**src/rtl/cfg_sr_pkg.sv**
```systemverilog
// Shared types and sizing for the dynamic configuration shift-register chain.
// Holds the FSM encoding, the default frame length and the bit counter width.
package cfg_sr_pkg;

  typedef enum logic [1:0] {
    S_IDLE  = 2'b00,
    S_SHIFT = 2'b01,
    S_DONE  = 2'b10
  } state_t;

  localparam int SIZESRDYN_DEF = 16;

  // Counter must hold SIZESRDYN+1 so an over-long frame stays distinguishable.
  function automatic int bit_cnt_w(input int size);
    return $clog2(size + 2);
  endfunction

  localparam int BIT_CNT_W = bit_cnt_w(SIZESRDYN_DEF);

endpackage

```
**src/rtl/cfg_shift_core.sv**
```systemverilog
// Dynamic shift register with saturating bit counter and registered daisy-chain tap.
// One bit per shift cycle; sdata_out lags the shifted-in bit by SIZESRDYN cycles.
module cfg_shift_core #(
  parameter int SIZESRDYN = 16,
  parameter int BCW       = 5
) (
  input  logic                 CLK,
  input  logic                 RST_N,
  input  logic                 shift,
  input  logic                 restart,
  input  logic                 clr,
  input  logic                 sdata_in,
  output logic [SIZESRDYN-1:0] dyn_sr,
  output logic [BCW-1:0]       bit_cnt,
  output logic                 sdata_out
);

  localparam logic [BCW-1:0] CNT_MAX = BCW'(SIZESRDYN + 1);

  always_ff @(posedge CLK or negedge RST_N) begin
    if (!RST_N) begin
      dyn_sr    <= '0;
      bit_cnt   <= '0;
      sdata_out <= 1'b0;
    end else begin
      sdata_out <= dyn_sr[SIZESRDYN-1];
      if (shift) begin
        dyn_sr <= {dyn_sr[SIZESRDYN-2:0], sdata_in};
      end
      // restart makes the first bit of a new frame count as 1 regardless of stale counts
      if (clr) begin
        bit_cnt <= '0;
      end else if (shift) begin
        if (restart) begin
          bit_cnt <= BCW'(1);
        end else if (bit_cnt != CNT_MAX) begin
          bit_cnt <= bit_cnt + BCW'(1);
        end
      end
    end
  end

endmodule

```
**src/rtl/dyn_cfg_capture.sv**
```systemverilog
// Captures a serial dynamic-config frame, length-checks it and latches it one cycle after sel_stat.
// Optional macro CFG_CHANGED_EN adds a cfg_changed pulse when a good latch changes dyn_cfg.
module dyn_cfg_capture
  import cfg_sr_pkg::*;
#(
  parameter int SIZESRDYN = SIZESRDYN_DEF,
  parameter int CNTW      = 8
) (
  input  logic                 CLK,
  input  logic                 RST_N,
  input  logic                 sel_dyn,
  input  logic                 sel_stat,
  input  logic                 en_fin,
  input  logic                 sdata_in,
  output logic [SIZESRDYN-1:0] dyn_cfg,
  output logic                 cfg_valid,
  output logic                 len_err,
  output logic [CNTW-1:0]      frame_cnt,
`ifdef CFG_CHANGED_EN
  output logic                 cfg_changed,
`endif
  output logic                 sdata_out
);

  localparam int BCW = bit_cnt_w(SIZESRDYN);
  localparam logic [BCW-1:0] FULL = BCW'(SIZESRDYN);

  state_t               state, state_nxt;
  logic                 shift_cond;
  logic                 en_fin_q;
  logic                 core_restart, core_clr;
  logic                 latch_good, err_set, err_clr;
  logic [SIZESRDYN-1:0] dyn_sr;
  logic [BCW-1:0]       bit_cnt;

  assign shift_cond = sel_dyn & ~sel_stat & ~en_fin;

  cfg_shift_core #(
    .SIZESRDYN (SIZESRDYN),
    .BCW       (BCW)
  ) u_core (
    .CLK       (CLK),
    .RST_N     (RST_N),
    .shift     (shift_cond),
    .restart   (core_restart),
    .clr       (core_clr),
    .sdata_in  (sdata_in),
    .dyn_sr    (dyn_sr),
    .bit_cnt   (bit_cnt),
    .sdata_out (sdata_out)
  );

  always_ff @(posedge CLK or negedge RST_N) begin
    if (!RST_N) begin
      state    <= S_IDLE;
      en_fin_q <= 1'b0;
    end else begin
      state    <= state_nxt;
      en_fin_q <= en_fin;
    end
  end

  always_comb begin
    state_nxt = state;
    case (state)
      S_IDLE: begin
        if (shift_cond) state_nxt = S_SHIFT;
      end
      S_SHIFT: begin
        if (shift_cond)                state_nxt = S_SHIFT;
        else if (sel_stat && !sel_dyn) state_nxt = S_DONE;
        else                           state_nxt = S_IDLE;
      end
      S_DONE: begin
        // en_fin high holds us here; its falling edge releases to idle
        if (shift_cond)              state_nxt = S_SHIFT;
        else if (en_fin_q && !en_fin) state_nxt = S_IDLE;
      end
      default: state_nxt = S_IDLE;
    endcase
  end

  always_comb begin
    core_restart = (state != S_SHIFT);
    core_clr     = 1'b0;
    latch_good   = 1'b0;
    err_set      = 1'b0;
    err_clr      = 1'b0;
    case (state)
      S_IDLE: begin
        if (shift_cond)    err_clr = 1'b1;
        else if (sel_stat) err_set = 1'b1;
      end
      S_SHIFT: begin
        if (shift_cond) begin
          err_clr = 1'b0;
        end else if (sel_stat && !sel_dyn) begin
          if (bit_cnt == FULL) latch_good = 1'b1;
          else                 err_set    = 1'b1;
        end else if (sel_stat) begin
          err_set = 1'b1;
        end else begin
          // gap or en_fin mid-frame: discard the partial count
          err_set  = 1'b1;
          core_clr = 1'b1;
        end
      end
      S_DONE: begin
        if (shift_cond) err_clr  = 1'b1;
        else            core_clr = 1'b1;
      end
      default: core_clr = 1'b1;
    endcase
  end

  always_ff @(posedge CLK or negedge RST_N) begin
    if (!RST_N) begin
      dyn_cfg   <= '0;
      cfg_valid <= 1'b0;
      len_err   <= 1'b0;
      frame_cnt <= '0;
    end else begin
      if (err_set)      len_err <= 1'b1;
      else if (err_clr) len_err <= 1'b0;
      if (latch_good) begin
        dyn_cfg   <= dyn_sr;
        cfg_valid <= 1'b1;
        frame_cnt <= frame_cnt + CNTW'(1);
      end
    end
  end

`ifdef CFG_CHANGED_EN
  always_ff @(posedge CLK or negedge RST_N) begin
    if (!RST_N) begin
      cfg_changed <= 1'b0;
    end else begin
      cfg_changed <= latch_good & (~cfg_valid | (dyn_sr != dyn_cfg));
    end
  end
`endif

endmodule

```
**config.mk**
```make
export PLATFORM = sky130hd
export DESIGN_NAME = dyn_cfg_capture
export DESIGN_NICKNAME = d
export VERILOG_FILES = /design/src/rtl/cfg_sr_pkg.sv /design/src/rtl/cfg_shift_core.sv /design/src/rtl/dyn_cfg_capture.sv
export SDC_FILE = /design/constraint.sdc
export NUM_CORES = 1
export LEC_CHECK = 0
export BUFFER_PORTS_ARGS = -buffer_cell sky130_fd_sc_hd__clkbuf_2
export CAP_MARGIN = 10
export CORE_AREA = 2 2 67 69
export CTS_BUF_LIST = sky130_fd_sc_hd__clkbuf_8
export CTS_CLUSTER_SIZE = 14
export DETAILED_ROUTE_END_ITERATION = 8
export DIE_AREA = 0 0 69 71
export GPL_TIMING_DRIVEN = 0
export PLACE_DENSITY = 0.73
export SLEW_MARGIN = 20
export SYNTH_ARGS = -nofsm -noshare
export SYNTH_HDL_FRONTEND = slang
export SYNTH_SLANG_ARGS = --single-unit
```
**constraint.sdc**
```tcl
create_clock -name CLK -period 2.5 [get_ports CLK]
set_input_delay 0.5 -clock CLK [delete_from_list [all_inputs] [get_ports CLK]]
set_output_delay 0.5 -clock CLK [all_outputs]
set_load 0.01 [all_outputs]
```
==> reports/qor_table.md <==
| Stage | Parameter | Reported |
|---|---|---|
| final layout | Finished Cell Area | 2500 µm² |
| clock tree | Count of clock tree sinks | 51 |
| detailed routing | Detail-routed net length per standard cell | 13.8 µm |
| placement | Instance area at placement | 2430 µm² |
| placement | Final weighted congestion in routability-driven placement | 0.870 |
| critical path | Setup CP Type | reg -> reg |
| floorplanning | Starting utilization of the core area | 0.524 |
| clock tree | Number of cells upsized or downsized after cts | 0 |
| global route | Residual overflow from global routing | 0 |
| clock tree | Clock tree from TritonCTS | built |
| critical path | Worst Path Buf+Inv | 3 |
| critical path | Peak per-stage delay on the critical path | 0.40 ns |
| clock tree | Number of clock buffers inserted by TritonCTS | 5 |
| final layout | Total area of multi-input combinational cells | 858 µm² |
| global route | Antenna violations before repair | 0 |
| yosys | Yosys warns | 0 |
| critical path | Critical path endpoint category | flop |
| yosys | Post-Syn Instances | 200 |
| power | Power Density | 578 nW/µm² |
| floorplanning | Area of the die | 4900 µm² |
| clock tree | Post-CTS repair timing setup buffer count | 0 |
| critical path | Startpoint Class | flop |
| yosys | Summed instance area of the synthesized netlist | 2200 µm² |
| global route | Largest net degree at the start of global routing | 52 |
| sta | RSZ-0062 raised after global routing | no |
| global route | Global Route Usage Sum | 0.178 |
| detailed routing | DRT antenna net count | 0 |
| sta | Count of pins over their slew limit | 0 |
| run | Maximum capacitance violations | 0 |
| clock tree | Clock edge transition at the registers on the reported setup and hold paths | 0.08 ns |
| placement | Total half-perimeter wirelength after legalization and detailed placement | 2.78 mm |
| final layout | Commonest non-fill, non-tap cells in the layout | sky130_fd_sc_hd__nand2_1, sky130_fd_sc_hd__dfrtp_1, sky130_fd_sc_hd__clkbuf_2 |
| sta | Hold Violations, Final | 0 |
| final layout | Footprint of the flip-flops and latches | 1280 µm² |
| sta | Final setup violation count | 0 |
| placement | Number of port buffers | 32 |
| clock tree | Max H-tree Level | 2 |
| global route | First-pass GRT wire length | 7.02 mm |
| floorplanning | Core region area | 4200 µm² |
| run status | Result of the run | finished clean |
| sta | Setup clock skew after layout | 0.00615 ns |
| final layout | Number of diodes added for antenna fixing | 0 |
| detailed routing | Routed Wire Length | 3.99 mm |
| detailed routing | Vias post-DR | 1556 |
| detailed routing | DRT iter0 DRCs | 140 |
| final layout | Number of fill cells | 354 |
| clock tree | Largest buffer count on any clock path | 2 |
| clock tree | Insertion delay to the later sink of the worst-skew pair | 0.29 ns |
| yosys | Post-synthesis average cell area | 11.0 µm² |
| critical path | Slowest library cell on the worst path | sky130_fd_sc_hd__dfrtp_1 |
| sta | Normalized max-slew margin | 0.554 |
| yosys | Post-synthesis net count | 210 |
| sta | Peak clock frequency supported by timing | 508 MHz |
| sta | Period utilisation layout | 0.787 |
| power | Leak | 1.32 nW |
| final layout | Layout net count | 249 |
| yosys | Fraction of the yosys area taken by sequential cells | 0.579 |
| critical path | Biggest fanout along the worst timing path | 10 |
| clock tree | Root buffer cell | sky130_fd_sc_hd__clkbuf_8 |
| yosys | Flops & latches, synth | 51 |
| sta | Min Tclk post-route | 1.97 ns |
| critical path | Required time of the worst setup path | 2.67 ns |
| detailed routing | Number of vias per cell | 5.37 |
| power | Maximum vdd drop | 0.000468 V |
| floorplanning | Placement row count | 24 |
| final layout | Most common library cell in the layout ignoring fill and taps | sky130_fd_sc_hd__nand2_1 |
| critical path | Kind of cell with the highest combined delay on the critical path | buffers and inverters |
| yosys | Number of different library cells in the post-synthesis netlist | 33 |
| detailed routing | DRC viols | 0 |
| critical path | Worst path cell trace | inv_1 > ha_1 > and4bb_2 > buf_2 > nand2_2 > buf_6 > mux2_1 |
| detailed routing | First-pass iteration count of the detailed router | 4 |
| floorplanning | Number of top-level design ports | 33 |
| floorplanning | Height of the die | 71 µm |
| sta | Transition time at the pin with the least slew margin | 0.669 ns |
| critical path | Critical path data arrival time | 2.14 ns |
| clock tree | Hold-fix buffer count after cts | 0 |
| final layout | Proportion of layout cells with a drive suffix above 1 | 0.239 |
| hold path | Class of the worst hold path | in -> async |
| final layout | Layout-stage area growth over the synthesis result | 13.6% |
| global route | Via count of the first global-routing pass | 1565 |
| floorplanning | Die X-Extent | 69 µm |
| sta | Setup total negative slack | 0 ns |
-- logic make-up (layout without fill, tap and decap cells) --
family,Yosys count,count (layout),share of synthesized area
and+or+nand+nor,91,91,0.211
xor gates and xnor gates,7,7,0.0278
muxes,17,17,0.0869
AOI/OAI and AO/OA,15,15,0.0415
buffers and inverters,15,53,0.0312
DFF,51,51,0.579
adders and majority gates,4,4,0.0227
-- state kept, by name, summed over array words and instances, names as in the netlist --
| signal | cells |
|---|---|
| dyn_cfg | 16 |
| u_core.dyn_sr | 16 |
| frame_cnt | 8 |
| u_core.bit_cnt | 5 |
| state | 2 |
| cfg_valid | 1 |
| en_fin_q | 1 |
| len_err | 1 |
| u_core.sdata_out | 1 |
-- where the power goes --
part           total [W]  switching [W]  internal (W)  leakage (nW)
sequential      0.000904      0.0000354      0.000869         0.697
combinational   0.000126      0.0000792     0.0000471         0.584
clock           0.000417       0.000234      0.000183        0.0413
-- metrics by stage --
stage | util | hold WS, ns | worst slack (ns) | power (W) | cells
5_1_grt | 0.596 | 0.328 | 0.413 | 0.00152 | 290
3_3_place_gp | 0.578 | 0.385 | 0.543 | 0.00104 | 284
6_report | 0.596 | 0.250 | 0.533 | 0.00145 | 290
2_1_floorplan | - | 0.204 | 0.739 | 0.000992 | 200
3_5_place_dp | 0.578 | 0.400 | 0.483 | 0.00105 | 284
4_1_cts | 0.596 | 0.283 | 0.507 | 0.00147 | 290
-- cells in the mapped netlist (all sizes together) --
master	count	area, µm²
and4	2	17.5
buf	5	31.3
and2b	1	7.51
dfrtp	51	1280
or3b	1	8.76
nor2b	2	12.5
nand2b	4	25.0
nand3	8	40.0
xnor2	7	61.3
o21ai	3	15.0
a31oi	4	25.0
and4bb	1	12.5
nor4	1	6.26
or4bb	1	11.3
clkbuf	5	18.8
mux2	17	191
ha	4	50.1
a21oi	4	20.0
nand4	6	37.5
o22ai	1	6.26
or4	2	15.0
and2	1	6.26
inv	5	18.8
nor4bb	2	20.0
a32oi	1	8.76
nor3b	4	30.0
a211oi	1	7.51
and3	2	12.5
a211o	1	8.76
nand2	53	201
-- layout make-up --
class	instances	share of cell area
clock buffer	5	0.0275
inverter	5	0.00750
sequential	51	0.510
tap	52	0.0260
multi-input combinational	134	0.343
timing repair buffer	32	0.0650
clock inverter	1	0.00150
buffer	10	0.0200
-- worst register-to-register path, delay by kind of cell, from the launching register on --
family	cells	cell delay, ns
muxes	1	0.34
buffers and inverters	3	0.45
adders and majority gates	1	0.22
DFF	1	0.40
and+or+nand+nor	2	0.45
-- metal layers --
layer	up-vias	routed length, µm	track usage
met2	32	1930	0.309
met1	763	1900	0.229
met5	-	0	0
met3	4	132	0.0385
li1	757	-	-
met4	0	34	0.0458
-- worst paths after layout --
kind | from | endpoint | slack (ns) | depth (start not counted)
min | RST_N | u_core.bit_cnt[3] | 0.25 | 1
max in group asynchronous | RST_N | dyn_cfg[12] | 1.79 | 1
min in group CLK | en_fin | en_fin_q | 0.38 | 1
max reg2reg | u_core.bit_cnt[0] | dyn_cfg[14] | 0.53 | 7
min reg2reg | u_core.dyn_sr[15] | u_core.sdata_out | 0.41 | 0
max | u_core.bit_cnt[0] | dyn_cfg[14] | 0.53 | 7
Note: power is estimated with default switching activity, not from simulation.
